<file path="src/rtl/sdram_arbiter.sv">
// SDRAM command arbiter: sequences init, refresh, write and read engines
// onto one bus, with refresh scheduling and a per-operation watchdog.
module sdram_arbiter #(
    parameter int REFRESH_PERIOD = 780,
    parameter int TIMEOUT        = 255
) (
    input  logic iclk,
    input  logic ireset,
    output logic oinit_req,
    output logic oinit_enb,
    input  logic iinit_fin,
    output logic oref_req,
    output logic oref_enb,
    input  logic iref_fin,
    output logic owr_req,
    output logic owr_enb,
    input  logic iwr_fin,
    output logic ord_req,
    output logic ord_enb,
    input  logic ird_fin,
    input  logic iuser_wr,
    input  logic iuser_rd,
    output logic owr_done,
    output logic ord_done,
    output logic oready,
    output logic oerr
);

    typedef enum logic [2:0] {
        INIT,
        IDLE,
        REFRESH,
        WRITE,
        READ
    } state_t;

    localparam logic [15:0] REF_LAST = 16'(REFRESH_PERIOD - 1);
    localparam logic [8:0]  WD_LAST  = 9'(TIMEOUT - 1);

    state_t      state;
    logic [15:0] ref_cnt;
    logic        ref_pend;
    logic [7:0]  wd;
    logic        timeout;
    logic        wr_ok;
    logic        rd_ok;

    assign timeout = ({1'b0, wd} == WD_LAST);
    // The request just served is still high while its done pulse is out.
    assign wr_ok   = iuser_wr & ~owr_done;
    assign rd_ok   = iuser_rd & ~ord_done;

    always_ff @(posedge iclk) begin
        if (ireset || state == INIT) begin
            ref_cnt  <= '0;
            ref_pend <= 1'b0;
        end else if (state == IDLE && ref_pend) begin
            ref_cnt  <= '0;
            ref_pend <= 1'b0;
        end else begin
            if (ref_cnt != REF_LAST)
                ref_cnt <= ref_cnt + 16'd1;
            if (ref_cnt == REF_LAST)
                ref_pend <= 1'b1;
        end
    end

    always_ff @(posedge iclk) begin
        oinit_req <= 1'b0;
        oref_req  <= 1'b0;
        owr_req   <= 1'b0;
        ord_req   <= 1'b0;
        owr_done  <= 1'b0;
        ord_done  <= 1'b0;
        if (ireset) begin
            state     <= INIT;
            oinit_enb <= 1'b0;
            oref_enb  <= 1'b0;
            owr_enb   <= 1'b0;
            ord_enb   <= 1'b0;
            oready    <= 1'b0;
            oerr      <= 1'b0;
            wd        <= '0;
        end else begin
            unique case (state)
                INIT: begin
                    if (!oinit_enb) begin
                        oinit_req <= 1'b1;
                        oinit_enb <= 1'b1;
                        wd        <= '0;
                    end else if (iinit_fin) begin
                        oinit_enb <= 1'b0;
                        oready    <= 1'b1;
                        state     <= IDLE;
                    end else if (timeout) begin
                        oinit_req <= 1'b1;
                        oerr      <= 1'b1;
                        wd        <= '0;
                    end else begin
                        wd <= wd + 8'd1;
                    end
                end
                IDLE: begin
                    wd <= '0;
                    if (ref_pend) begin
                        state    <= REFRESH;
                        oref_req <= 1'b1;
                        oref_enb <= 1'b1;
                    end else if (wr_ok) begin
                        state   <= WRITE;
                        owr_req <= 1'b1;
                        owr_enb <= 1'b1;
                    end else if (rd_ok) begin
                        state   <= READ;
                        ord_req <= 1'b1;
                        ord_enb <= 1'b1;
                    end
                end
                REFRESH: begin
                    if (iref_fin || timeout) begin
                        state    <= IDLE;
                        oref_enb <= 1'b0;
                        if (!iref_fin)
                            oerr <= 1'b1;
                    end else begin
                        wd <= wd + 8'd1;
                    end
                end
                WRITE: begin
                    if (iwr_fin || timeout) begin
                        state    <= IDLE;
                        owr_enb  <= 1'b0;
                        owr_done <= 1'b1;
                        if (!iwr_fin)
                            oerr <= 1'b1;
                    end else begin
                        wd <= wd + 8'd1;
                    end
                end
                READ: begin
                    if (ird_fin || timeout) begin
                        state    <= IDLE;
                        ord_enb  <= 1'b0;
                        ord_done <= 1'b1;
                        if (!ird_fin)
                            oerr <= 1'b1;
                    end else begin
                        wd <= wd + 8'd1;
                    end
                end
                default: state <= INIT;
            endcase
        end
    end

endmodule

</file>
<file path="config.mk">
export PLATFORM = sky130hd
export DESIGN_NAME = sdram_arbiter
export DESIGN_NICKNAME = d
export VERILOG_FILES = /design/src/rtl/sdram_arbiter.sv
export SDC_FILE = /design/constraint.sdc
export NUM_CORES = 1
export LEC_CHECK = 0
export CAP_MARGIN = 20
export CORE_ASPECT_RATIO = 1.2
export CORE_MARGIN = 4
export CORE_UTILIZATION = 50
export CTS_CLUSTER_DIAMETER = 50
export CTS_CLUSTER_SIZE = 28
export DETAILED_ROUTE_END_ITERATION = 10
export DONT_BUFFER_PORTS = 1
export GPL_ROUTABILITY_DRIVEN = 0
export MAX_ROUTING_LAYER = met4
export SLEW_MARGIN = 15
export SYNTH_ARGS = -nofsm -noshare
export SYNTH_HDL_FRONTEND = slang
export SYNTH_SLANG_ARGS = --single-unit
</file>
<file path="constraint.sdc">
create_clock -name iclk -period 2.4 [get_ports iclk]
set_input_delay 0.48 -clock iclk [delete_from_list [all_inputs] [get_ports iclk]]
set_output_delay 0.48 -clock iclk [all_outputs]
set_load 0.02 [all_outputs]
</file>
; ---- Yosys cells after proc, flatten, opt, wreduce, memory -nomap -nowiden
; Cells that the tools add are included.
[op_classes]
reduce_logical = 25
bitwise = 8
addsub = 2
n_eq_ne = 27
muxes = 48
[op_table]
columns = cell, count
row1 = $mux 8, 6
row2 = $pmux 8 s5, 1
row3 = $ne 2x2->1 const B, 18
row4 = $mux 1, 28
row5 = $mux 3, 8
row6 = $add 16x1->16 const B, 1
row7 = $eq 16x10->1 const B, 1
row8 = $ne 16x10->1 const B, 1
row9 = $pmux 3 s5, 1
row10 = $reduce_and 10->1, 1
row11 = $reduce_and 5->1, 2
row12 = $reduce_or 2->1, 5
row13 = $add 8x1->8 const B, 1
row14 = $eq 8x8->1 const B, 1
row15 = $eq 3x2->1 const B, 2
row16 = $not 1->1, 6
row17 = $pmux 1 s2, 3
row18 = $reduce_and 3->1, 2
row19 = $reduce_and 6->1, 1
row20 = $reduce_bool 2->1, 3
row21 = $reduce_bool 5->1, 1
row22 = $logic_or 1x1->1, 4
row23 = $ne 4x4->1 const B, 1
row24 = $pmux 1 s4, 1
row25 = other kinds (10), 11
[word_totals]
register_bits = 40
in_bits = 8
out_inout_bits = 12
wordCells = 126

; ---- Logic depth before layout (Yosys ltp)
; Gate-level depths: netlist of run 1.
[logic_depth]
depth_word = 6
depth_mapped = 8
ltp_nobuf = 7

; ---- Worst setup path before layout of run 1
; Ideal clock, no wire load.
[synth_path]
path_type = register to register
from = reg wd[0]
to = reg wd[7]
path_stages_with_launch = 8
n_path_buf = 0
setup_time_ps = 88
t_arrival_ps = 1715
required_ps = 2312
slack_ps = 597
synth_period_minus_slack_ps = 1803
cell_sequence = dfxtp_1 inv_1 ha_1 nand3_1 o221ai_1 and2_1 or4_4 o31ai_1
[synth_via]
elab_chain_len = 5
elab_cells_between_ends = 16
classes_between = add/sub: 1 / eq/ne: 4 / mux: 7 / reduce/logical: 4
[synth_lines]
columns = item, line_no
row1 = from (decl), 43  ; logic [7:0] wd;
row2 = from (signal assigned), 100  ; wd <= wd + 8'd1;
row3 = from (signal assigned), 126  ; wd <= wd + 8'd1;
row4 = from (signal assigned), 137  ; wd <= wd + 8'd1;
row5 = $add 8x1->8 / $eq 8x8->1 (equally long branches), n/a
row6 = $mux 8, 95  ; end else if (timeout) begin
row7 = $mux 8, 91  ; end else if (iinit_fin) begin
row8 = $mux 8, 87  ; if (!oinit_enb) begin
row9 = $pmux 8 s5, 85  ; unique case (state)
; Several ways; a longest one is shown, not always the timed one. The select of a mux whose other input is x is not followed.
; A chain may end at the register's enable or synchronous reset.

; ---- Worst setup path after layout of run 1
[layout_path]
from = reg state[2]
to = reg wd[7]
[layout_via]
elab_chain_len = 3
elab_cells_between_ends = 12
classes_between = eq/ne: 8 / mux: 1 / reduce/logical: 3
[layout_lines]
columns = item, line_no
row1 = from (decl), 40  ; state_t state;
row2 = from (signal assigned), 76  ; state <= INIT;
row3 = from (signal assigned), 94  ; state <= IDLE;
row4 = from (signal assigned), 106  ; state <= REFRESH;
row5 = $eq 3x1->1 (tied with other cells), 85
row6 = $reduce_bool 5->1 (no line) (tied with other cells), n/a
row7 = $reduce_and 5->1 (no line), n/a
; Several ways; a longest one is shown, not always the timed one.

==> out/metrics.csv, run 1 <==
metric,value,unit
min_period,2.072,ns
fin_nets,235,
largest_reg_flops,16,
tritoncts,built,
setup_viol,0,
first_global_vias,1507,
fmax,482.6,MHz
min_period_over_period,86.35,%
r2r_slack,0.33,ns
start_util,51.49,%
vdd_drop_max,692.0,uV
worstMarginPinSlew,0.4756,ns
p_comb_share,22.6,%
async_flop_share,0,%
synth-main-ff-cell,dfxtp_1,
cp-end-kind,flop,
wl,3899,microns
power_density,858.3,nW/um^2
ctsHoldBuffers,0,
required,2.60,ns
hp-class,in2reg,
dpl.hpwl,2836,microns
cts-root-buf,clkbuf_8,
hold_ws,0.2535,ns
hold_viol,0,
worstReg2RegEnd,wd[7],
rr_startpoint,state[2],
antenna_found_initial,0,
h-tree-depth,2,
die_area,4754,sq um
area_growth,6.473,%
yosysWarnings,0,
netlist.area_leader.share,43.16,%
cp-start-kind,flop,
grt_overflow,0,
netlist_area,1856,sq um
skew,0.005822,ns
netSwitchingFraction,33.80,%
core_area,3603,sq um
cts_buffer_depth,2,
synthesis.nets,234,
synth_cell_type_count,42,
power_switching,573.1,uW
avgSynthCellArea,8.321,sq um
drive_above_1_share,5.778,%
cp.arrival,2.28,ns
vias_per_cell,6.061,
cellInternalPower,1.123,mW
rsz0062_at_grt,no,
cts_resized,0,
p_seq_share,50.5,%
synth_top_cell_by_area,dfxtp_1,
outcome,"complete, no violations",
grt_max_degree,19,
numCtsBuffers,5,
crit_type,reg2reg,
ys_ff_latch,40,
grt_use_total,18.33,%
portBuffers,0,
final_common_cell,dfxtp_1,
clkTransAtPathRegs,0.08,ns
yosysSeqAreaShare,43.16,%
synth_cells,223,
row_count,24,
postCtsSetupBuffers,0,
p_leak,0.6969,nW
cts_sinks,40,
finalSetupTns,0,ns
diodes,0,
slew_viol_final,0,
clock_latency,0.29,ns
drc_errors,0,
dr.pass1.iters,4,
crit_start,state[2],
wl_per_cell,14.77,microns
regMostFlops,ref_cnt,
cp_max_fo,13,
top_regs,"ref_cnt x16, wd x8, state x3",
p_clk_share,26.9,%
slew_headroom,68.25,%
ant_nets,0,
die_y,74.73,microns
cp-endpoint,wd[7],
rr_worst_depth,5,
drt_iter0_markers,61,
synth_edf_count,0,
ios,20,
drv_cap,0,
grt_pass1_wl,6603,microns
fp.dieW,63.61,microns
most-common-layout-cells,"dfxtp_1, nor2_1, nand2_1, a21oi_1, nand3_1",
synth.area.top_cells,"dfxtp_1, nor2_1, xor2_1",
vias,1600,
## cell families (layout without fill, tap and decap cells)
group | after synthesis | in the layout | synth area share, %
AND/OR/NAND/NOR | 100 | 100 | 27.11
AO/OA/AOI/OAI | 48 | 48 | 16.93
flip-flops | 40 | 40 | 43.16
buffers and inverters | 18 | 20 | 4.046
XOR/XNOR | 12 | 12 | 5.665
adder cells (fa/ha/maj) | 3 | 3 | 2.023
multiplexers | 2 | 2 | 1.079
## power groups by stage
stage | registers (mW) | clock network, mW | logic [mW]
final | 0.856 | 0.457 | 0.383
after global routing | 0.869 | 0.509 | 0.439
after CTS | 0.855 | 0.478 | 0.384
after detailed placement | 0.871 | 0 | 0.379
after global placement | 0.864 | 0 | 0.374
after floorplan | 0.824 | 0 | 0.344
## cells in the mapped netlist, types with 3 or more instances
master / count
nand2_1: 15
xnor2_1: 3
o211ai_1: 4
and3_1: 3
nor3_1: 9
clkbuf_1: 4
nand4_1: 6
o22ai_1: 3
buf_2: 3
ha_1: 3
nand3_1: 12
dfxtp_1: 40
nor2_1: 34
inv_1: 10
or3_1: 4
xor2_1: 9
o21ai_0: 8
nor2b_1: 3
a21oi_1: 14
nand2b_1: 4
## metal layers
| metal | global-route usage [%] | vias to the layer above | routed length, microns |
|---|---|---|---|
| met5 | - | - | 0 |
| met4 | 10.07 | 0 | 106 |
| met3 | 4.925 | 11 | 232 |
| met2 | 32.48 | 47 | 2025 |
| met1 | 18.53 | 742 | 1534 |
| li1 | - | 800 | - |
## critical path, stage by stage, from the launching register on
cell	delay, ns
dfxtp_1	0.56
nor3b_2	0.31
o211a_1	0.27
o22ai_1	0.13
or4_4	0.54
o31ai_1	0.19
## how the worst min path moves through the flow
stage                     depth (start not counted)    from        to
after floorplan                                   1   wd[7]     wd[7]
after global placement                            1   wd[7]     wd[7]
after detailed placement                          1   wd[7]     wd[7]
after CTS                                         1  ireset   owr_req
after global routing                              1  ireset  ord_done
final                                             1  ireset   owr_req
## cell type report
class,count,area (sq um)
clock inverters,1,7.507
clock buffers,7,86.33
multi-input cells,165,979.7
inverters,10,37.54
fillers,362,1628
well taps,39,48.80
repair buffers,2,15.01
flip-flops and latches,40,800.8
## through the flow
step	power, mW	utilization [%]	area (sq um)	setup slack (ns)	instances
final	1.696	54.83	1976	0.3277	264
after global routing	1.818	54.83	1976	0.2034	264
after CTS	1.717	54.83	1976	0.3562	264
after detailed placement	1.250	52.22	1882	0.3442	256
after global placement	1.239	52.22	1882	0.4624	256
after floorplan	1.168	-	1856	0.5969	223
(Power assumes the default switching activity.)
==> inputs of run 2 (changes only) <==
--- a/config.mk
+++ b/config.mk
@@ -7,10 +7,9 @@
 export LEC_CHECK = 0
 export CAP_MARGIN = 20
 export CORE_ASPECT_RATIO = 1.2
-export CORE_MARGIN = 4
+export CORE_MARGIN = 2
 export CORE_UTILIZATION = 50
 export CTS_CLUSTER_DIAMETER = 50
-export CTS_CLUSTER_SIZE = 28
 export DETAILED_ROUTE_END_ITERATION = 10
 export DONT_BUFFER_PORTS = 1
 export GPL_ROUTABILITY_DRIVEN = 0
==> run 2 against run 1 <==
Compared with the run above: sequential cell count is the same; maximum frequency shrank 1.8%; count of clock-buffer cells in the layout shrank 1; wire length shrank 0.69%; clock skew is essentially flat; register-to-register slack lost 0.04 ns; final cell count shrank 0.38%.
==> out/metrics.csv, run 2 (same netlist as run 1, synthesis figures left out) <==
metric,value,unit
start_util,51.49,%
worstMarginPinSlew,0.4566,ns
dpl.hpwl,2818,microns
grt_overflow,0,
crit_type,reg2reg,
postCtsSetupBuffers,0,
power_density,842.7,nW/um^2
critPathSlowestCell,dfxtp_1,
h-tree-depth,2,
drt_iter0_markers,121,
top_regs,"ref_cnt x16, wd x8, state x3",
area_growth,5.597,%
gr-usage-met1,23.90,%
diodes,0,
grt_most_used_layer,met2,
grt_use_total,20.97,%
path_cells,"nor3b_2, o211a_1, o22ai_1, or4_4, o31ai_1",
cp-start-kind,flop,
tritoncts,built,
fin_nets,235,
final_common_cell,dfxtp_1,
drive_above_1_share,5.357,%
wl,3872,microns
ctsHoldBuffers,0,
row_count,24,
slew_viol_final,0,
cp-end-kind,flop,
die_y,70.73,microns
grt_pass1_wl,6534,microns
vdd_drop_max,457.4,uV
cts-root-buf,clkbuf_8,
core_area,3603,sq um
regMostFlops,ref_cnt,
die_area,4216,sq um
skew,0.005534,ns
hold_viol,0,
cp.buffers_inverters,0,
slew_headroom,69.52,%
required,2.60,ns
min_period_over_period,87.97,%
fp.dieW,59.61,microns
finalSetupTns,0,ns
grtUsageMet2,32.60,%
drv_cap,0,
cts_resized,0,
ios,20,
numCtsBuffers,5,
rsz0062_at_grt,no,
drc_errors,0,
first_global_vias,1483,
ant_nets,0,
fin_util,54.37,%
dr.pass1.iters,4,
cts_sinks,40,
most-common-layout-cells,"dfxtp_1, nor2_1, nand2_1, a21oi_1, nand3_1",
fmax,473.7,MHz
hp-class,in2reg,
min_period,2.111,ns
r2r_slack,0.29,ns
portBuffers,0,
largest_reg_flops,16,
wl_per_cell,14.72,microns
grt_max_degree,19,
cts_buffer_depth,2,
grt_use_met3,7.313,%
crit_family,simple AND/OR/NAND/NOR gates,
vias_per_cell,6.087,
cp_max_fo,13,
cp.arrival,2.31,ns
outcome,"complete, no violations",
antenna_found_initial,0,
critPathMaxStageDelay,0.56,ns
setup_viol,0,
vias,1601,
p_leak,0.6935,nW
clkTransAtPathRegs,0.07,ns
clock_latency,0.29,ns
## run 2: changes by cell type in the layout (fill, tap and decap cells not counted)
cell        before  now
clkbuf_8         6    5
clkinv_2         0    1
clkinvlp_4       1    0
## run 2: where the power goes
part	internal [mW]	switching (mW)	total [mW]
combinational	0.163	0.219	0.382
sequential	0.726	0.131	0.857
clock	0.198	0.215	0.412
total	1.09	0.565	1.65
## run 2: worst register-to-register path, cell delays in order (launching register included)
cell and delay (ns):
dfxtp_1 0.56, nor3b_2 0.32, o211a_1 0.27, o22ai_1 0.13
or4_4 0.53, o31ai_1 0.22
## run 2: metrics by stage
stage | total power [mW] | cell area, sq um | worst slack (ns) | cells | hold WS, ns
3_5_place_dp | 1.247 | 1882 | 0.2975 | 256 | 0.4860
6_report | 1.651 | 1959 | 0.2888 | 263 | 0.2576
3_3_place_gp | 1.237 | 1882 | 0.4603 | 256 | 0.4809
4_1_cts | 1.662 | 1959 | 0.3006 | 263 | 0.2463
5_1_grt | 1.760 | 1959 | 0.1776 | 263 | 0.2376
2_1_floorplan | 1.168 | 1856 | 0.5969 | 223 | 0.4407
## run 2: cell type report
type                       instances  area (sq um)
clock buffer                       6         72.57
inverter                          10         37.54
sequential                        40         800.8
timing repair buffer               2         15.01
clock inverter                     1         5.005
tap                               39         48.80
fill                             345          1644
multi-input combinational        165         979.7
## run 2: worst paths after layout
kind | depth (start not counted) | endpoint | from
setup / recovery | 5 | wd[5] | state[2]
setup reg to reg | 5 | wd[5] | state[2]
hold reg to reg | 1 | wd[7] | wd[7]
hold / removal | 1 | state[1] | ireset
## run 2: metal layers
metal	vias up	wire, microns
met5	-	0
met3	13	252
met4	0	102
met1	740	1604
li1	794	-
met2	54	1914
==> inputs of run 3 (changes only) <==
--- a/config.mk
+++ b/config.mk
@@ -5,11 +5,13 @@
 export SDC_FILE = /design/constraint.sdc
 export NUM_CORES = 1
 export LEC_CHECK = 0
+export ABC_AREA = 1
 export CAP_MARGIN = 20
 export CORE_ASPECT_RATIO = 1.2
 export CORE_MARGIN = 2
 export CORE_UTILIZATION = 50
 export CTS_CLUSTER_DIAMETER = 50
+export CTS_CLUSTER_SIZE = 30
 export DETAILED_ROUTE_END_ITERATION = 10
 export DONT_BUFFER_PORTS = 1
 export GPL_ROUTABILITY_DRIVEN = 0
==> run 3 against run 2 <==
Compared with the run above: worst hold slack lost 0.015 ns; core utilization rose by 2.4 points; combinational power is 66% higher; total power up 19%; maximum frequency up 20%; critical path type unchanged; largest cell class unchanged.
==> out/metrics.csv, run 3 <==
metric,value,unit
row_count,24,
vdd_drop_max,357.0,uV
top_regs,"ref_cnt x16, wd x8, state x3",
netlist_area,1959,sq um
fp.dieW,61.15,microns
yosysSeqAreaShare,40.87,%
min_period_over_period,73.52,%
synth_top_family_by_area,simple AND/OR/NAND/NOR gates,
portBuffers,0,
core_area,3694,sq um
final_design_area_no_fill,2097,sq um
vias,1761,
grt_use_total,21.04,%
cp.arrival,1.96,ns
grt_overflow,0,
synth_mux_area_share,0,%
clock_latency,0.29,ns
cts_resized,0,
synthesis.nets,306,
worstReg2RegEnd,wd[4],
place_area,2004,sq um
async_flop_share,0,%
final_common_cell,nand2_1,
min_period,1.764,ns
avgSynthCellArea,6.642,sq um
synthXorXnorAreaFrac,0.8940,%
ant_nets,0,
wl,3959,microns
synth_edf_count,0,
area_growth,7.024,%
drv_cap,0,
ios,20,
setup_viol,0,
wl_per_cell,11.25,microns
r2r_slack,0.64,ns
grt_pass1_wl,6872,microns
diodes,0,
clkTransAtPathRegs,0.08,ns
synth-main-ff-cell,dfxtp_1,
slew_viol_final,0,
p_leak,0.9211,nW
worstMarginPinSlew,0.4903,ns
netlist.area_leader.share,40.87,%
numCtsBuffers,5,
die_y,72.58,microns
cp-end-kind,flop,
drc_errors,0,
hp-class,in2reg,
power_density,935.7,nW/um^2
fmax,566.8,MHz
cp-start-kind,flop,
dr.pass1.iters,4,
hold_viol,0,
synth_cells,295,
tritoncts,built,
rsz0062_at_grt,no,
antenna_found_initial,0,
synth-simple-area-share,35.38,%
rr_worst_depth,12,
synth_top_cell_by_area,dfxtp_1,
finalSetupTns,0,ns
drt_iter0_markers,129,
h-tree-depth,2,
total_power,1.962,mW
fin_nets,310,
crit_start,wd[0],
rr_startpoint,wd[0],
cts-root-buf,clkbuf_8,
yosysMostFrequentCell,nand2_1,
required,2.60,ns
synth_compound_area_share,11.49,%
start_util,53.05,%
dpl.hpwl,2951,microns
postCtsSetupBuffers,0,
synth_fa_ha_area_share,1.916,%
most-common-layout-cells,"nand2_1, nor2_1, inv_1, dfxtp_1, a21oi_1",
slew_headroom,67.06,%
ctsHoldBuffers,0,
drive_above_1_share,6.667,%
synth.area.top_cells,"dfxtp_1, nand2_1, nor2_1",
grt_max_degree,16,
cp_max_fo,15,
skew,0.007847,ns
regMostFlops,ref_cnt,
die_area,4438,sq um
yosysWarnings,0,
ys_ff_latch,40,
cp-endpoint,wd[4],
crit_type,reg2reg,
vias_per_cell,5.003,
first_global_vias,1688,
largest_reg_flops,16,
cts_buffer_depth,2,
synthTopCellsByCount,"nand2_1, nor2_1, inv_1, dfxtp_1, a21oi_1",
synth_cell_type_count,27,
cts_sinks,40,
outcome,"complete, no violations",
## run 3: through the flow
stage / instances / hold slack (ns) / util (%) / setup WS, ns
after global routing: 352 / 0.2307 / 56.78 / 0.4136
after detailed placement: 344 / 0.4722 / 54.27 / 0.6410
after floorplan: 295 / 0.4367 / - / 0.8421
final: 352 / 0.2425 / 56.78 / 0.6356
after CTS: 352 / 0.2317 / 56.78 / 0.6256
after global placement: 344 / 0.4594 / 54.27 / 0.6763
## run 3: report_power, final
group | total, mW | internal, mW | switching [mW] | leakage, nW
combinational | 0.635 | 0.219 | 0.416 | 0.546
clock | 0.466 | 0.229 | 0.236 | 0.0510
sequential | 0.862 | 0.742 | 0.120 | 0.324
total | 1.96 | 1.19 | 0.771 | 0.921
## run 3: logic make-up (layout without fill, tap and decap cells)
kind of cell,count (synthesis),after routing
simple gates,160,160
buf+inv,47,52
compound gates,43,43
flops,40,40
fa+ha+maj,3,3
xor+xnor,2,2
## run 3: how the worst min path moves through the flow
stage	from	end	slack [ns]	cells after the start
finish	ireset	oready	0.24	1
global route	ireset	oready	0.23	1
CTS	ireset	oready	0.23	1
detailed placement	wd[6]	wd[6]	0.47	2
global placement	wd[6]	wd[6]	0.46	2
floorplan	wd[6]	wd[6]	0.44	2
## run 3: cell type report
| cell class | count | area, sq um |
|---|---|---|
| fillers | 378 | 1597 |
| flip-flops and latches | 40 | 800.8 |
| clock inverters | 2 | 10.01 |
| inverters | 44 | 165.2 |
| well taps | 52 | 65.06 |
| clock buffers | 6 | 82.58 |
| multi-input cells | 208 | 973.4 |
## run 3: worst max-delay path, stage by stage (launching register included)
cell     delay, ns
dfxtp_1       0.40
inv_1         0.06
ha_1          0.18
nand2_1       0.06
nor2_1        0.05
nand2_2       0.13
nand2_1       0.07
nand2_1       0.13
nand2_2       0.10
nor2_4        0.27
nand2_1       0.09
nand2_1       0.07
nor2_1        0.05
## run 3: metal layers
layer  GRT usage, %  vias up  share of wire [%]
met5              -        -                  0
met4          8.937        0                2.1
met3          5.674        8                3.9
met2          34.63       29                 49
met1          23.44      783                 45
li1               -      941                  -
